## src/rtl/tap_ctrl_param.sv

```systemverilog
// IEEE 1149.1 TAP controller with a parametrised instruction register and
// BYPASS, IDCODE and NUM_USER user data registers on the TDI/TDO scan path.
module tap_ctrl_param #(
    parameter int          IR_W       = 4,
    parameter logic [31:0] IDCODE_VAL = 32'h1000_0001,
    parameter int          NUM_USER   = 2,
    parameter int          USER_W     = 8
) (
    input  logic                         GCLK_Pad,
    input  logic                         TRST_Pad,
    input  logic                         TMS_Pad,
    input  logic                         TDI_Pad,
    output logic                         TDO_Pad,
    output logic                         TDO_en_Pad,
    output logic [3:0]                   state_obs_Pad,
    output logic [IR_W-1:0]              ir_Pad,
    input  logic [NUM_USER*USER_W-1:0]   user_cap_i,
    output logic [NUM_USER*USER_W-1:0]   user_q_o,
    output logic [NUM_USER-1:0]          user_upd_o
);

    typedef enum logic [3:0] {
        TLR    = 4'hF,
        RTI    = 4'hC,
        SEL_DR = 4'h7,
        CAP_DR = 4'h6,
        SH_DR  = 4'h2,
        EX1_DR = 4'h1,
        PAU_DR = 4'h3,
        EX2_DR = 4'h0,
        UPD_DR = 4'h5,
        SEL_IR = 4'h4,
        CAP_IR = 4'hE,
        SH_IR  = 4'hA,
        EX1_IR = 4'h9,
        PAU_IR = 4'hB,
        EX2_IR = 4'h8,
        UPD_IR = 4'hD
    } state_t;

    localparam logic [IR_W-1:0] OP_IDCODE = IR_W'(1);
    localparam logic [IR_W-1:0] OP_BYPASS = '1;
    // Wide enough to compare user opcodes without truncating them.
    localparam int CW = (IR_W > 8) ? IR_W : 8;

    state_t                       state_reg;
    state_t                       state_next;
    logic [IR_W-1:0]              ir_reg;
    logic [IR_W-1:0]              ir_shift_reg;
    logic [IR_W-1:0]              ir_shifted;
    logic [IR_W:0]                ir_cat;
    logic                         bypass_reg;
    logic [31:0]                  id_shift_reg;
    logic [NUM_USER*USER_W-1:0]   user_shift_reg;
    logic [NUM_USER*USER_W-1:0]   user_shifted;
    logic [NUM_USER*USER_W-1:0]   user_q_reg;
    logic [NUM_USER-1:0]          user_upd_reg;
    logic [NUM_USER-1:0]          user_tdo_bits;
    logic [NUM_USER-1:0]          sel_user;
    logic                         sel_idcode;
    logic                         sel_bypass;
    logic [CW-1:0]                ir_wide;
    logic                         dr_tdo;

    assign ir_wide    = CW'(ir_reg);
    assign sel_idcode = (ir_reg == OP_IDCODE);
    assign sel_bypass = !sel_idcode && !(|sel_user);

    assign ir_cat     = {TDI_Pad, ir_shift_reg};
    assign ir_shifted = ir_cat[IR_W:1];

    generate
        for (genvar gi = 0; gi < NUM_USER; gi++) begin : g_user
            logic [USER_W:0] cat;
            assign sel_user[gi] = (ir_reg != OP_BYPASS) && (ir_wide == CW'(gi + 2));
            assign cat = {TDI_Pad, user_shift_reg[gi*USER_W +: USER_W]};
            assign user_shifted[gi*USER_W +: USER_W] = cat[USER_W:1];
            assign user_tdo_bits[gi] = user_shift_reg[gi*USER_W];
        end
    endgenerate

    always_comb begin
        state_next = state_reg;
        case (state_reg)
            TLR:     state_next = TMS_Pad ? TLR    : RTI;
            RTI:     state_next = TMS_Pad ? SEL_DR : RTI;
            SEL_DR:  state_next = TMS_Pad ? SEL_IR : CAP_DR;
            CAP_DR:  state_next = TMS_Pad ? EX1_DR : SH_DR;
            SH_DR:   state_next = TMS_Pad ? EX1_DR : SH_DR;
            EX1_DR:  state_next = TMS_Pad ? UPD_DR : PAU_DR;
            PAU_DR:  state_next = TMS_Pad ? EX2_DR : PAU_DR;
            EX2_DR:  state_next = TMS_Pad ? UPD_DR : SH_DR;
            UPD_DR:  state_next = TMS_Pad ? SEL_DR : RTI;
            SEL_IR:  state_next = TMS_Pad ? TLR    : CAP_IR;
            CAP_IR:  state_next = TMS_Pad ? EX1_IR : SH_IR;
            SH_IR:   state_next = TMS_Pad ? EX1_IR : SH_IR;
            EX1_IR:  state_next = TMS_Pad ? UPD_IR : PAU_IR;
            PAU_IR:  state_next = TMS_Pad ? EX2_IR : PAU_IR;
            EX2_IR:  state_next = TMS_Pad ? UPD_IR : SH_IR;
            UPD_IR:  state_next = TMS_Pad ? SEL_DR : RTI;
            default: state_next = TLR;
        endcase
    end

    // At most one user select is active, so OR-reducing the masked bits picks it.
    always_comb begin
        dr_tdo = bypass_reg;
        if (sel_idcode) begin
            dr_tdo = id_shift_reg[0];
        end else if (|sel_user) begin
            dr_tdo = |(sel_user & user_tdo_bits);
        end
    end

    always_comb begin
        TDO_Pad = 1'b0;
        if (state_reg == SH_IR) begin
            TDO_Pad = ir_shift_reg[0];
        end else if (state_reg == SH_DR) begin
            TDO_Pad = dr_tdo;
        end
    end

    assign TDO_en_Pad    = (state_reg == SH_DR) || (state_reg == SH_IR);
    assign state_obs_Pad = state_reg;
    assign ir_Pad        = ir_reg;
    assign user_q_o      = user_q_reg;
    assign user_upd_o    = user_upd_reg;

    always_ff @(posedge GCLK_Pad) begin
        if (!TRST_Pad) begin
            state_reg      <= TLR;
            ir_reg         <= OP_IDCODE;
            ir_shift_reg   <= '0;
            bypass_reg     <= 1'b0;
            id_shift_reg   <= '0;
            user_shift_reg <= '0;
            user_q_reg     <= '0;
            user_upd_reg   <= '0;
        end else begin
            state_reg    <= state_next;
            user_upd_reg <= '0;

            if (state_next == TLR) begin
                ir_reg <= OP_IDCODE;
            end else if (state_reg == UPD_IR) begin
                ir_reg <= ir_shift_reg;
            end

            case (state_reg)
                CAP_IR: ir_shift_reg <= IR_W'(1);
                SH_IR:  ir_shift_reg <= ir_shifted;
                CAP_DR: begin
                    if (sel_bypass) bypass_reg   <= 1'b0;
                    if (sel_idcode) id_shift_reg <= IDCODE_VAL;
                    for (int k = 0; k < NUM_USER; k++) begin
                        if (sel_user[k])
                            user_shift_reg[k*USER_W +: USER_W] <= user_cap_i[k*USER_W +: USER_W];
                    end
                end
                SH_DR: begin
                    if (sel_bypass) bypass_reg   <= TDI_Pad;
                    if (sel_idcode) id_shift_reg <= {TDI_Pad, id_shift_reg[31:1]};
                    for (int k = 0; k < NUM_USER; k++) begin
                        if (sel_user[k])
                            user_shift_reg[k*USER_W +: USER_W] <= user_shifted[k*USER_W +: USER_W];
                    end
                end
                UPD_DR: begin
                    for (int k = 0; k < NUM_USER; k++) begin
                        if (sel_user[k]) begin
                            user_q_reg[k*USER_W +: USER_W] <= user_shift_reg[k*USER_W +: USER_W];
                            user_upd_reg[k]                <= 1'b1;
                        end
                    end
                end
                default: ;
            endcase
        end
    end

endmodule

```

## config.mk

```make
export PLATFORM = sky130hd
export DESIGN_NAME = tap_ctrl_param
export DESIGN_NICKNAME = d
export VERILOG_FILES = /design/src/rtl/tap_ctrl_param.sv
export SDC_FILE = /design/constraint.sdc
export NUM_CORES = 1
export LEC_CHECK = 0
export CORE_ASPECT_RATIO = 0.7
export CORE_MARGIN = 2
export CORE_UTILIZATION = 30
export CTS_BUF_LIST = sky130_fd_sc_hd__clkbuf_8
export CTS_CLUSTER_DIAMETER = 120
export DETAILED_ROUTE_END_ITERATION = 8
export DONT_BUFFER_PORTS = 1
export PLACE_DENSITY = 0.49
export SLEW_MARGIN = 5
export SYNTH_ARGS = -nofsm -noshare
export SYNTH_HDL_FRONTEND = slang
export SYNTH_SLANG_ARGS = --single-unit
```

## constraint.sdc

```tcl
create_clock -name GCLK_Pad -period 2.5 [get_ports GCLK_Pad]
set_input_delay 0.5 -clock GCLK_Pad [delete_from_list [all_inputs] [get_ports GCLK_Pad]]
set_output_delay 0.5 -clock GCLK_Pad [all_outputs]
set_load 0.05 [all_outputs]
```

## After elaboration in Yosys (flattened, before gate mapping)

Cells that the tools add are included.

| word-level totals | value |
|---|---|
| register bits after elaboration | 79 |
| input port bits | 20 |

| operators by class | value |
|---|---|
| eq/ne operators | 28 |
| multiplexer cells | 31 |
| bitwise operators | 2 |
| reduce and logical (&&, ||, !) cells | 22 |

Operators with widths:

| operator | number |
|---|---|
| $mux 32 | 2 |
| $pmux 32 s2 | 1 |
| $pmux 4 s12 | 1 |
| $eq 4x4->1 const B | 9 |
| $mux 8 | 4 |
| $pmux 16 s2 | 1 |
| $eq 4x2->1 const B | 4 |
| $eq 4x3->1 const B | 4 |
| $ne 2x2->1 const B | 8 |
| $mux 2 | 6 |
| $mux 3 | 4 |
| $reduce_and 3->1 | 4 |
| $reduce_or 2->1 | 5 |
| $mux 1 | 9 |
| $eq 4x1->1 const B | 2 |
| $pmux 4 s2 | 1 |
| $reduce_and 2->1 | 3 |
| $logic_not 4->1 | 1 |
| $mux 4 | 1 |
| $ne 4x4->1 const B | 1 |
| $reduce_bool 2->1 | 2 |
| $logic_and 1x1->1 | 3 |
| $reduce_or 3->1 | 1 |
| $and 2x2->2 | 1 |
| 4 further kinds | 5 |

## Longest topological paths before layout

| depth | value |
|---|---|
| depth in word-level cells | 8 |
| gate-level depth with buffers | 6 |

## Least setup slack after synthesis

OpenSTA, ideal clock, no wires.

| timing | value |
|---|---|
| kind | reg-to-output |
| from | register state_reg[1] (netlist: state_obs_Pad[1]) |
| to | output port TDO_Pad |
| arrival | 2.588 ns |
| setup slack | -0.588 ns |
| cell stages (with the launch flop) | 5 |
| buffers on the path | 1 |
| cell sequence | dfxtp_1 -> clkbuf_1 -> nor4b_2 -> o21ai_0 -> o21ai_0 |

| on the way | value |
|---|---|
| word-level cells in the longest chain between the ends | 3 |
| elaborated cells between the ends (all ways) | 4 |
| those cells by class | 2 x eq/ne; 2 x mux |

RTL lines:

| element | line | source |
|---|---|---|
| from (decl) | 46 | `state_t state_reg;` |
| from (signal assigned) | 141 | `state_reg <= state_next;` |
| $eq 4x2->1 | 119 | `end else if (state_reg == SH_DR) begin` |
| $mux 1 | 119 |  |
| $mux 1 (*) | 117 | `if (state_reg == SH_IR) begin` |
| to (decl) | 13 | `output logic TDO_Pad,` |

Every way passes the cells marked *; elsewhere a longest branch is shown, timed or not.

## Worst setup path after layout

| timing | value |
|---|---|
| from | register ir_reg[0] (netlist: ir_Pad[0]) |
| to | output port TDO_Pad |

| on the way | value |
|---|---|
| word-level cells in the longest chain between the ends | 8 |
| elaborated cells between the ends (all ways) | 13 |
| those cells by class | 4 x eq/ne; 4 x mux; 1 x bitwise; 4 x reduce/logical |

RTL lines:

| element | line | source |
|---|---|---|
| from (decl) | 48 | `logic [IR_W-1:0] ir_reg;` |
| from (signal assigned) | 147 | `ir_reg <= ir_shift_reg;` |
| $ne 4x4->1 or $eq 4x2->1 (tied branches) | 75 | `assign sel_user[gi] = (ir_reg != OP_BYPASS) && (ir_wide == CW'(gi + 2));` |
| $logic_and 1x1->1 | 75 |  |
| $and 2x2->2 | 111 | `dr_tdo = \|(sel_user & user_tdo_bits);` |
| $reduce_or 2->1 | 111 |  |
| $mux 1 | 110 | `end else if (\|sel_user) begin` |
| $mux 1 (*) | 108 | `if (sel_idcode) begin` |
| $mux 1 (*) | 119 |  |
| $mux 1 (*) | 117 |  |

Marked as above.

==> summary.md <==
| Metric | Value |
|---|---|
| Final Skew | `7.02 ps` |
| R2R depth | `5` |
| Die ar. | `0.0122 sq mm` |
| R2R Path End | `user_q_o[11]$_SDFFE_PN0P_` |
| Remaining global-route overflow | `0` |
| Hold Buf Count CTS | `0` |
| Die height | `93.1 um` |
| Largest net degree at the start of global routing | `76` |
| Ys Warns | `0` |
| Fillers | `1187` |
| Avg WL per Cell | `14.4 um` |
| Antenna fix cells | `0` |
| Layout area overhead | `10.5%` |
| Fraction of layout cells with a size suffix above 1 | `9.84%` |
| I/O pin cnt | `48` |
| CP Max Fanout | `10` |
| Num CTS Buffers | `9` |
| Final Hold Viols | `0` |
| Max_cap viols | `0` |
| Core box area | `0.0111 sq mm` |
| Switching pwr | `0.559 mW` |
| Setup crit start | `ir_Pad[0]$_SDFFE_PP1P_` |
| First-pass GRT wire length | `12700 um` |
| Period minus WS final | `2340 ps` |
| Die X | `131 um` |
| DP Area | `0.00358 sq mm` |
| Min-Delay Path Class | `in -> reg` |
| Worst slew pin tran | `594 ps` |
| Setup CP Type | `reg -> out` |
| Synth top area cells | `dfxtp_1, nand2_1, mux2i_1` |
| CP Data Required Time | `2000 ps` |
| Top cell type by total area after synthesis | `dfxtp_1` |
| R2r setup slk | `630 ps` |
| DR iter-0 viols | `198` |
| RR Startpoint | `state_obs_Pad[3]$_SDFF_PN1_` |
| Status | `finished, final reports clean` |
| Final instance area | `0.00376 sq mm` |
| Via count | `2583` |
| Vias in the first global route | `2420` |
| Rows | `32` |
| Post-route ant nets | `0` |
| Root buffer cell | `clkbuf_8` |
| Synth Register Bits | `79` |
| Combinational power share | `7.8%` |
| GP Congestion | `0.798` |
| Post-CTS setup buffers | `0` |
| Sequential Power Share | `54.5%` |
| Pwr dens | `626 mW/mm^2` |
| Netlist cell types | `39` |
| Port bufs | `0` |
| Clock power share | `37.7%` |
| RSZ-0062 raised after global routing | `no` |
| Sequential fraction of the synthesis area | `46.4%` |
| F_max | `0.427 GHz` |
| CTS H-tree lvls | `3` |
| Nets@finish | `393` |
| Max Root-Sink Buffers | `2` |
| Clk sink count | `79` |
| # DRC | `0` |
| Peak supply drop | `0.261 mV` |
| Synthesized net count | `397` |
| Sw frac | `23.7%` |
| Synth Instances | `377` |
| Gr usage total | `13.2%` |
| Setup violations, final | `0` |
| Number of flip-flops in the largest register | `32` |
| Setup TNS Final | `0 ps` |
| Period utilisation layout | `93.6%` |
| DRT Pass-1 Iters | `4` |
| Initial antenna violation count | `0` |
| CP endpoint | `TDO_Pad` |
| CP Capture Type | `output pin` |
| Clock transition at path regs | `70 ps` |
| Pleak | `1.46 nW` |
| Final WL | `7640 um` |
| Relative slew slack | `60.4%` |
| # resized after CTS | `0` |
| Post-DP HPWL | `4950 um` |
| Via density | `4.88` |
| Cell Area, Synth | `0.00341 sq mm` |
| Worst Path Arrival | `1840 ps` |
| CTS tree | `yes` |
| Avg Cell Area, Syn | `9.03 sq um` |
| Worst skew pair latency | `350 ps` |
| Synth top area share | `46.4%` |
| P_int | `1.80 mW` |
| Final Slew Violations | `0` |
| Initial Util | `30.8%` |
| CP Launch Type | `flip-flop` |
## cell type report
cell class / count / area [sq um] / area share (%)
flip-flops and latches: 79 / 1580 / 42.0
multi-input cells: 265 / 1670 / 44.4
repair buffers: 15 / 125 / 3.32
clock inverters: 1 / 3.75 / 0.0997
well taps: 153 / 191 / 5.08
inverters: 3 / 11.3 / 0.299
clock buffers: 13 / 179 / 4.75
## kinds of logic after synthesis
| kind of cell | Yosys count | synth area share [%] |
|---|---|---|
| DFF | 79 | 46.4 |
| and+or+nand+nor | 163 | 26.7 |
| buffers and inverters | 33 | 4.67 |
| muxes | 22 | 6.47 |
| AOI/OAI and AO/OA | 80 | 15.8 |
## per-layer routing
metal | part of all wire, % | track usage, %
met5 | 0 | 0
met4 | 0.98 | 4.35
met3 | 5.6 | 5.15
met2 | 38 | 18.1
met1 | 55 | 18.7
## per-stage QoR
stage               utilization (%)  cells  hold slack (ps)  setup slack [ps]  power [mW]
finish                         34.1    529              230               160        2.36
global route                   34.1    529              196              5.67        2.46
CTS                            34.1    529              194               112        2.40
detailed placement             32.4    515              444               507        1.50
global placement               32.4    515              437               545        1.50
floorplan                         -    377              431              18.0        1.47
## how the worst min path moves through the flow
| stage | slack [ps] | cells past startpoint | startpoint | endpoint |
|---|---|---|---|---|
| finish | 230 | 1 | TRST_Pad | state_obs_Pad[3]$_SDFF_PN1_ |
| global route | 200 | 1 | TRST_Pad | state_obs_Pad[3]$_SDFF_PN1_ |
| CTS | 190 | 1 | TRST_Pad | state_obs_Pad[3]$_SDFF_PN1_ |
| detailed placement | 440 | 2 | id_shift_reg[4]$_SDFFE_PN0P_ | id_shift_reg[4]$_SDFFE_PN0P_ |
| global placement | 440 | 2 | id_shift_reg[2]$_SDFFE_PN0P_ | id_shift_reg[2]$_SDFFE_PN0P_ |
| floorplan | 430 | 2 | id_shift_reg[10]$_SDFFE_PN0P_ | id_shift_reg[10]$_SDFFE_PN0P_ |
## worst max-delay path: stages, from the launching register on
cell and delay, ps:
dfxtp_1 500, or4b_4 530, o21ai_0 220, o21ai_2 100
buf_12 150
## layout by cell type, fill, tap and decap left out, types with 2 or more instances in the layout
| master | n |
|---|---|
| clkbuf_8 | 13 |
| nand2b_1 | 3 |
| nor2b_1 | 20 |
| nand2_1 | 72 |
| nor3b_1 | 4 |
| inv_1 | 4 |
| a21oi_1 | 3 |
| a22oi_1 | 2 |
| nor2_1 | 11 |
| a21boi_1 | 26 |
| nor3_4 | 2 |
| nand3b_1 | 29 |
| nand3_1 | 4 |
| o21ai_0 | 19 |
| or4b_4 | 2 |
| o211a_1 | 2 |
| dfxtp_1 | 78 |
| buf_4 | 14 |
| nor4b_1 | 2 |
| nor3_1 | 4 |
| a31oi_1 | 14 |
| a21boi_0 | 6 |
| nand4b_1 | 3 |
| mux2i_1 | 22 |
## power by group through the flow
stage / clock network [mW] / logic [mW] / registers, mW
after floorplan: 0 / 0.142 / 1.33
after global placement: 0 / 0.184 / 1.31
after detailed placement: 0 / 0.185 / 1.31
after CTS: 0.931 / 0.185 / 1.28
after global routing: 0.970 / 0.201 / 1.29
final: 0.888 / 0.185 / 1.28
## cell usage after synthesis, drive strengths merged
cell	n
nor3b	4
nor3	6
o311ai	1
mux2i	22
a21o	1
clkbuf	21
a22oi	2
or4b	2
nand4bb	1
o31ai	1
nor2	12
a21boi	32
nand3	4
and4bb	1
o311a	1
nand2	72
buf	9
o21ai	20
or3	1
o211a	2
and3	1
a211o	1
a21oi	3
nor4b	3
o211ai	1
inv	3
a2bb2oi	1
and2	1
nor2b	20
nand3b	29
nand4b	3
a31oi	14
nand2b	3
dfxtp	79
No activity file was read; power rests on OpenSTA's default activity.
==> edit (same settings) <==
Add an input register stage for `user_cap_i`, without a reset; this delays it by one clock. The other inputs are not delayed to match.
--- a/src/rtl/tap_ctrl_param.sv
+++ b/src/rtl/tap_ctrl_param.sv
@@ -42,6 +42,12 @@
     localparam logic [IR_W-1:0] OP_BYPASS = '1;
     // Wide enough to compare user opcodes without truncating them.
     localparam int CW = (IR_W > 8) ? IR_W : 8;
+
+    logic [NUM_USER*USER_W-1:0] user_cap_q;
+
+    always_ff @(posedge GCLK_Pad) begin
+        user_cap_q <= user_cap_i;
+    end
 
     state_t                       state_reg;
     state_t                       state_next;
@@ -155,7 +161,7 @@
                     if (sel_idcode) id_shift_reg <= IDCODE_VAL;
                     for (int k = 0; k < NUM_USER; k++) begin
                         if (sel_user[k])
-                            user_shift_reg[k*USER_W +: USER_W] <= user_cap_i[k*USER_W +: USER_W];
+                            user_shift_reg[k*USER_W +: USER_W] <= user_cap_q[k*USER_W +: USER_W];
                     end
                 end
                 SH_DR: begin
Check against the original RTL: same outputs for any inputs over 10 cycles, from zero or initial values and one cycle with TRST_Pad low; that may be too few to reach the edited logic, so the function may still have changed.
==> edit against the unedited design <==
Synthesized area rose by 11%. Routed wire length rose by 3.2%. Sequential cell count rose by 16. Total power grew 18%. Design area is 12% higher. Via count is essentially flat. Cell count rose by 2.1%. Worst setup slack worse by 8.7 ps. Clock power increased by 15%. Critical path type unchanged. Largest power group unchanged.
==> edit: results (changes against the unedited design) <==
[detailed_routing]
vias_per_cell = 4.78  ; -2.1%
initialDrtViolationCount = 186  ; -6.1%
wl_met3_microns = 507  ; +19%
drt-met1-wl_microns = 4180  ; -0.71%
wl_per_cell_microns = 14.6  ; +1.1%
totalWireLength_microns = 7880  ; +3.2%

[placement]
dpl_worst_slack_ps = 442  ; -65.3 ps
placed_cell_area_sq_mm = 0.00400  ; +12%
detailed_place_hpwl_microns = 4980  ; +0.52%
dp.cells = 525  ; +1.9%
gp_congestion = 0.777  ; -2.7%

[cells_and_area]
drive_gt1_share_pct = 11.9  ; +2.1 points
finalNetCount = 394  ; +0.25%

[logic_synthesis]
synth_cell_types = 37  ; -5.1%
synthesis.nets = 396  ; -0.25%
synth_seq_area_share_pct = 50.2  ; +3.8 points
synthCells = 376  ; -0.27%

[power]
power.switching_w = 0.000669  ; +20%
vdd_drop_max_mv = 0.257  ; -1.5%

[timing]
relSlewSlack_pct = 59.2  ; -1.2 points

[global_route]
grt_pass1_vias = 2401  ; -0.79%
gr-usage-all-layers_pct = 11.8  ; -1.4 points

[status]
outcome = complete, no violations

[clocking]
cts.clk_slew.worst_paths_ps = 90  ; +20 ps

[critical_path]
critical-path-max-stage-delay_ps = 440  ; -90 ps
cp_slowest_cell = or3b_1
critical_path.top_delay_family = compound AO/OA/AOI/OAI gates

-- edit: cell count changes after synthesis, moves of 3 or more --
cell	delta
a21boi_0	+5
a21boi_1	-5
a31oi_1	-14
clkbuf_1	-3
dfxtp_1	+16
mux2i_1	+14
nand2_1	-14
o211a_1	+14
o21ai_0	-15
-- edit: power by group through the flow --
stage                     registers [W]  clock network, W  logic (W)
final                           0.00156           0.00102   0.000193
after global routing            0.00157           0.00112   0.000207
after CTS                       0.00156           0.00105   0.000192
after detailed placement        0.00160                 0   0.000191
after global placement          0.00160                 0   0.000191
after floorplan                 0.00161                 0   0.000151
-- edit: metrics by stage --
stage               hold WS [ps]  total power [W]  utilization [%]
finish                       153          0.00277             34.0
floorplan                    431          0.00176                -
global placement             439          0.00179             32.3
global route                 114          0.00289             34.0
detailed placement           444          0.00179             32.3
CTS                          132          0.00281             33.9
-- edit: path summary, 6_finish.rpt --
check / from / to / slack [ps] / cells past startpoint
worst max-delay path: ir_Pad[3] / TDO_Pad / 150 / 4
worst max register to register: state_obs_Pad[1] / id_shift_reg[1] / 500 / 6
worst min-delay path: user_cap_i[1] / user_cap_q[1] / 150 / 0
worst min register to register: id_shift_reg[11] / id_shift_reg[11] / 450 / 2
-- edit: routing by layer --
layer / vias up / GRT usage, %
met4: 0 / 3.06
met3: 5 / 5.44
li1: 1295 / -
met1: 1224 / 17.1
met5: - / 0
met2: 57 / 15.8
-- edit: area by class of cell --
class,instances,area [sq um]
timing repair buffer,17,140
inverter,4,15.0
multi-input combinational,247,1750
clock buffer,10,138
tap,162,203
sequential,95,1910
clock inverter,5,57.6
fill,1251,8170
-- edit: repair_timing --
item                                    4_1_cts  5_1_grt
setup buffers                                 0        0
hold buffers                                  0        0
endpoints found under the setup margin        0        1
resized for setup                             0        4
-- edit: cells by family (layout without fill, tap and decap cells) --
| family | after synthesis | in the layout | synth area share (%) |
|---|---|---|---|
| AOI/OAI and AO/OA | 66 | 66 | 13.8 |
| buffers and inverters | 34 | 36 | 4.50 |
| DFF | 95 | 95 | 50.2 |
| muxes | 36 | 36 | 9.52 |
| and+or+nand+nor | 145 | 145 | 22.0 |
